<file path="config.mk">
export PLATFORM = sky130hd
export DESIGN_NAME = freq_gate_controller
export DESIGN_NICKNAME = d
export VERILOG_FILES = /design/src/rtl/freq_meter_pkg.sv /design/src/rtl/gate_timebase.sv /design/src/rtl/freq_gate_controller.sv
export SDC_FILE = /design/constraint.sdc
export NUM_CORES = 1
export LEC_CHECK = 0
export ABC_AREA = 0
export CAP_MARGIN = 20
export CORE_MARGIN = 1.5
export CORE_UTILIZATION = 53
export DETAILED_ROUTE_END_ITERATION = 10
export GPL_TIMING_DRIVEN = 1
export PLACE_DENSITY = 0.81
export SKIP_LAST_GASP = 1
export SYNTH_ARGS = -nofsm -noshare
export SYNTH_HDL_FRONTEND = slang
export SYNTH_SLANG_ARGS = --single-unit
</file>
<file path="constraint.sdc">
create_clock -name clk -period 2 [get_ports clk]
set_input_delay 0.2 -clock clk [delete_from_list [all_inputs] [get_ports clk]]
set_output_delay 0.2 -clock clk [all_outputs]
set_load 0.03 [all_outputs]
</file>
<file path="src/rtl/freq_meter_pkg.sv">
// Shared types and helpers for the frequency meter gate controller.
// FSM state encoding, width helper and default result width.
package freq_meter_pkg;

  typedef enum logic [1:0] {
    ST_IDLE = 2'd0,
    ST_ARM  = 2'd1,
    ST_GATE = 2'd2,
    ST_HOLD = 2'd3
  } state_t;

  localparam int CNT_W_DEF = 32;

  // Bits needed to hold 0..v-1; never less than one bit.
  function automatic int ceillog2(input int v);
    int r;
    r = 0;
    while ((1 << r) < v) r++;
    return (r < 1) ? 1 : r;
  endfunction

endpackage

</file>
<file path="src/rtl/gate_timebase.sv">
// Timebase divider: counts 0..TICK_DIV-1 while enabled.
// One-clk tick at terminal count; synchronous clear.
module gate_timebase
  import freq_meter_pkg::*;
#(
  parameter int TICK_DIV = 5000
) (
  input  logic clk,
  input  logic rst_n,
  input  logic i_clr,
  input  logic i_en,
  output logic o_tick
);

  localparam int W = ceillog2(TICK_DIV);
  localparam logic [W-1:0] LAST = W'(TICK_DIV - 1);

  logic [W-1:0] r_cnt;
  logic         w_term;

  assign w_term = (r_cnt == LAST);
  assign o_tick = i_en & w_term;

  // Free-running divide while enabled, wrap at terminal count.
  always_ff @(posedge clk or negedge rst_n) begin
    if (!rst_n) begin
      r_cnt <= '0;
    end else if (i_clr) begin
      r_cnt <= '0;
    end else if (i_en) begin
      r_cnt <= w_term ? '0 : r_cnt + 1'b1;
    end
  end

endmodule

</file>
<file path="src/rtl/freq_gate_controller.sv">
// Frequency meter sequencer: gate window, edge count, result handshake.
// Optional double buffering via FREQ_CTRL_DBUF_EN (default: off).
module freq_gate_controller
  import freq_meter_pkg::*;
#(
  parameter int TICK_DIV   = 5000,
  parameter int GATE_TICKS = 10000,
  parameter int CNT_W      = CNT_W_DEF
) (
  input  logic             clk,
  input  logic             rst_n,
  input  logic             start,
  input  logic             continuous,
  input  logic             sig_in,
  output logic             busy,
  output logic             meas_valid,
  input  logic             meas_ready,
  output logic [CNT_W-1:0] meas_count,
  output logic             overflow,
  output logic             overrun
);

  localparam int TW = ceillog2(GATE_TICKS);
  localparam logic [TW-1:0] TLAST = TW'(GATE_TICKS - 1);
  localparam logic [CNT_W-1:0] CMAX = '1;

  state_t r_state;
  state_t w_next;

  logic             r_s1;
  logic             r_s2;
  logic             r_sd;
  logic             w_edge;
  logic             w_arm;
  logic             w_gate;
  logic             w_tick;
  logic             w_last;
  logic             w_take;
  logic             w_sat;
  logic [TW-1:0]    r_ticks;
  logic [CNT_W-1:0] r_cnt;
  logic [CNT_W-1:0] w_cnt_nxt;
  logic             r_ovf;
  logic             w_ovf_nxt;
  logic [CNT_W-1:0] r_result;
  logic             r_res_ovf;
  logic             r_valid;

  assign w_edge = r_s2 & ~r_sd;
  assign w_arm  = (r_state == ST_ARM);
  assign w_gate = (r_state == ST_GATE);
  assign w_last = w_gate & w_tick & (r_ticks == TLAST);
  assign w_take = r_valid & meas_ready;
  assign w_sat  = (r_cnt == CMAX);

  // Saturating count; overflow marks an edge lost at full scale.
  assign w_cnt_nxt = (w_edge & ~w_sat) ? r_cnt + 1'b1 : r_cnt;
  assign w_ovf_nxt = r_ovf | (w_edge & w_sat);

  gate_timebase #(
    .TICK_DIV (TICK_DIV)
  ) u_tb (
    .clk    (clk),
    .rst_n  (rst_n),
    .i_clr  (w_arm),
    .i_en   (w_gate),
    .o_tick (w_tick)
  );

  // Two-flop synchronizer plus delay flop for edge detect.
  always_ff @(posedge clk or negedge rst_n) begin
    if (!rst_n) begin
      r_s1 <= 1'b0;
      r_s2 <= 1'b0;
      r_sd <= 1'b0;
    end else begin
      r_s1 <= sig_in;
      r_s2 <= r_s1;
      r_sd <= r_s2;
    end
  end

  // State register.
  always_ff @(posedge clk or negedge rst_n) begin
    if (!rst_n) r_state <= ST_IDLE;
    else        r_state <= w_next;
  end

  // Next-state logic.
  always_comb begin
    w_next = r_state;
    unique case (r_state)
      ST_IDLE: if (start | continuous) w_next = ST_ARM;
      ST_ARM:  w_next = ST_GATE;
      ST_GATE: begin
        if (w_last) begin
`ifdef FREQ_CTRL_DBUF_EN
          w_next = continuous ? ST_ARM : ST_HOLD;
`else
          w_next = ST_HOLD;
`endif
        end
      end
      ST_HOLD: begin
        if (w_take) w_next = continuous ? ST_ARM : ST_IDLE;
      end
      default: w_next = ST_IDLE;
    endcase
  end

  // Output decode.
  always_comb begin
    busy = (r_state != ST_IDLE);
  end

  // Tick and edge counters: cleared in ARM, live only in GATE.
  always_ff @(posedge clk or negedge rst_n) begin
    if (!rst_n) begin
      r_ticks <= '0;
      r_cnt   <= '0;
      r_ovf   <= 1'b0;
    end else if (w_arm) begin
      r_ticks <= '0;
      r_cnt   <= '0;
      r_ovf   <= 1'b0;
    end else if (w_gate) begin
      r_cnt <= w_cnt_nxt;
      r_ovf <= w_ovf_nxt;
      if (w_tick) r_ticks <= r_ticks + 1'b1;
    end
  end

  // Result buffer; a new result wins over a same-cycle accept.
  always_ff @(posedge clk or negedge rst_n) begin
    if (!rst_n) begin
      r_result  <= '0;
      r_res_ovf <= 1'b0;
      r_valid   <= 1'b0;
    end else if (w_last) begin
      r_result  <= w_cnt_nxt;
      r_res_ovf <= w_ovf_nxt;
      r_valid   <= 1'b1;
    end else if (w_take) begin
      r_valid <= 1'b0;
    end
  end

  assign meas_valid = r_valid;
  assign meas_count = r_result;
  assign overflow   = r_res_ovf;

`ifdef FREQ_CTRL_DBUF_EN
  logic r_ovr;

  // Sticky flag: an unread result was replaced.
  always_ff @(posedge clk or negedge rst_n) begin
    if (!rst_n)                          r_ovr <= 1'b0;
    else if (w_last & r_valid & ~meas_ready) r_ovr <= 1'b1;
  end

  assign overrun = r_ovr;
`else
  assign overrun = 1'b0;
`endif

endmodule
</file>
==> results_dict.tcl <==
set metrics [dict create \
    status "finished with violations" \
    violations "negative setup slack" \
    switching_share_pct 39.0 \
    ys_warn_count 0 \
    post-route-util_pct 71.4 \
    regArea_um2 2480 \
    wirelength_um 15500 \
    rsz0062_at_grt "true" \
    yosysSeqAreaShare_pct 43.5 \
    synth_cell_type_count 67 \
    area_delta_synth_final_pct 30.0 \
    yosys.cell_count.top_type "dfrtp_1" \
    first_pass_iters 5 \
    hold_viol 0 \
    clockBufferDepth 2 \
    place_congestion 0.934 \
    syn_area_per_cell_um2 9.22 \
    worstSkewPairLatency_ns 0.38 \
    drt_iter0_markers 342 \
    synth_area_leaders "dfrtp_1 43%, nor2_1 4.3%, nand3_1 3.6%" \
    crit_required_ns 2.26 \
    die_w_um 107 \
    start_kind "register" \
    htree_levels 3 \
    max_freq_mhz 492 \
    port-buffer-count 40 \
    n_antenna_cell 0 \
    fin_crit_sh_pct 102 \
    antenna_found_initial 0 \
    clk_pin_slew_ns 0.09 \
    power_frac_clock_pct 21.7 \
    critPathCaptureType "register" \
    maxCapViolations 0 \
    ant_nets 0 \
    synthArstFlopShare_pct 100 \
    dieArea_um2 11400 \
    power_frac_comb_pct 42.8 \
    yosysTopAreaCell "dfrtp_1" \
    power_leakage_nw 3.17 \
    grt_start_max_net_pins 62 \
    cts_tree "yes" \
    rows 37 \
    ys.flop_type "dfrtp_1" \
    period_needed_ns 2.03 \
    core_area_um2 10400 \
    synth_top_area_share_pct 43.5 \
    finalClockSkew_ns 0.0111 \
    ys_ff_latch 99 \
    peakVddDrop_mv 0.975 \
    synth_edf_count 0 \
    ys_top_cells_by_count "99 x dfrtp_1, 66 x nor2_1, 53 x nand2_1, 41 x nand3_1, 29 x o21ai_0" \
    fill_cells 738 \
    cp_max_fo 18 \
    layout_setup_ws_ns -0.0306 \
    routed_via_density 6.24 \
    grt_pass1_vias 5254 \
    num_vias 5444 \
    wire_per_inst_um 17.7 \
    p_int_mw 3.87 \
    pwr_density_cell_nw_per_um2 856 \
    crit_type "reg2reg" \
    multi_input_area_um2 3180 \
    p_seq_share_pct 35.5 \
    fp.dieH_um 107 \
    crit_arrival_ns 2.29 \
    mappedNetlistNets 632 \
    dp_hpwl_um 10300 \
    synth_area_um2 5700 \
    setup_viol 1 \
    grt_use_total_pct 26.6 \
    io_pins 42 \
    pre_cts_ws_ns -0.0565 \
    grt_pass1_wl_um 24400 \
    ctsRootBufferMaster "clkbuf_8" \
    layout.nets 746 \
    drc 0 \
    maxSlewViolCount 0 \
    cts_inserted_buffers 9 \
    min_path_type "in2async" \
    start_util_pct 55.0 \
    overflow 0 \
    postSynthCellCount 618 \
    finalPower_mw 6.34 \
    drive_above_1_share_pct 23.7 \
    numClockSinks 99 \
    netSwitchingPower_mw 2.47 \
]
==> cell families after synthesis <==
family / count (synthesis) / share of synthesized area [%]
simple gates: 266 / 25.2
mux: 12 / 2.13
xor+xnor: 24 / 3.69
fa+ha+maj: 8 / 1.76
other cells: 1 / 0.0658
buf+inv: 61 / 4.63
flops: 99 / 43.5
compound gates: 147 / 19.1
==> cell type report <==
type                       count  area share [%]
clock buffer                  15            2.38
clock inverter                 1           0.405
inverter                      15           0.760
multi-input combinational    459            42.9
sequential                    99            33.5
tap                          136            2.30
timing repair buffer         148            17.8
==> cells in the final DEF (no fill, tap or decap), drive strengths merged, types with 16 or more instances in the layout <==
| cell | Yosys | layout |
|---|---|---|
| a21oi | 25 | 25 |
| o21ai | 30 | 30 |
| nand4 | 21 | 21 |
| and3 | 17 | 17 |
| clkdlybuf4s50 | 0 | 38 |
| nor2 | 66 | 66 |
| dfrtp | 99 | 99 |
| nand3 | 42 | 42 |
| o211ai | 16 | 16 |
| buf | 18 | 106 |
| xnor2 | 16 | 16 |
| clkbuf | 28 | 17 |
| a31oi | 19 | 19 |
| nand2 | 53 | 54 |
==> critical path, cell delays in order, from the launching register on <==
cell and delay, ns:
dfrtp_2 0.42, nand4_4 0.13, or3_1 0.49, o31ai_4 0.29, buf_12 0.18, mux2i_1 0.29
a21oi_1 0.11
==> final timing paths <==
path / start / end / slack (ns) / cells after the start
setup / recovery: r_cnt[12] / meas_count[1] / -0.03 / 6
hold / removal: rst_n / meas_count[25] / 0.21 / 2
setup reg to reg: r_cnt[12] / meas_count[1] / -0.03 / 6
hold reg to reg: r_s1 / r_s2 / 0.35 / 0
max in group asynchronous: rst_n / r_cnt[12] / 1.18 / 3
min in group clk: sig_in / r_s1 / 0.26 / 1
==> through the flow <==
| step | std cells | hold WS [ns] | area [um^2] | setup TNS, ns |
|---|---|---|---|---|
| final | 873 | 0.215 | 7410 | -0.0306 |
| after global routing | 873 | 0.232 | 7410 | -1.19 |
| after CTS | 850 | 0.210 | 7090 | -0.0529 |
| after detailed placement | 832 | 0.0736 | 6830 | -0.333 |
| after global placement | 832 | 0.0684 | 6830 | 0 |
| after floorplan | 618 | -0.0956 | 5780 | -0.0283 |
==> sequential cells by signal (all words and copies together), names as in the netlist <==
name        cells
meas_count     32
meas_valid      1
r_ticks        14
u_tb.r_cnt     13
r_state         2
overflow        1
r_s1            1
r_cnt          32
r_s2            1
r_ovf           1
r_sd            1
==> power groups by stage <==
stage / sequential (mW) / clock (mW) / combinational, mW
2_1_floorplan: 2.29 / 0 / 1.41
3_3_place_gp: 2.28 / 0 / 2.31
3_5_place_dp: 2.30 / 0 / 2.41
4_1_cts: 2.25 / 1.39 / 2.45
5_1_grt: 2.27 / 1.47 / 2.91
6_report: 2.25 / 1.37 / 2.71
==> per-layer routing <==
layer / global-route usage, % / vias up / share of wire [%]
li1: - / 2535 / -
met1: 33.5 / 2697 / 42
met2: 46.2 / 185 / 51
met3: 3.22 / 27 / 4.7
met4: 11.4 / 0 / 2.3
met5: 0 / - / 0
==> timing repair <==
action,CTS,global route
cloned,0,3
resized for setup,9,37
buffers inserted,1,20
endpoints found under the setup margin,37,67
hold endpoints to repair,13,0
pin swaps,2,18
hold buffers,1,0
(Power assumes the default switching activity.)
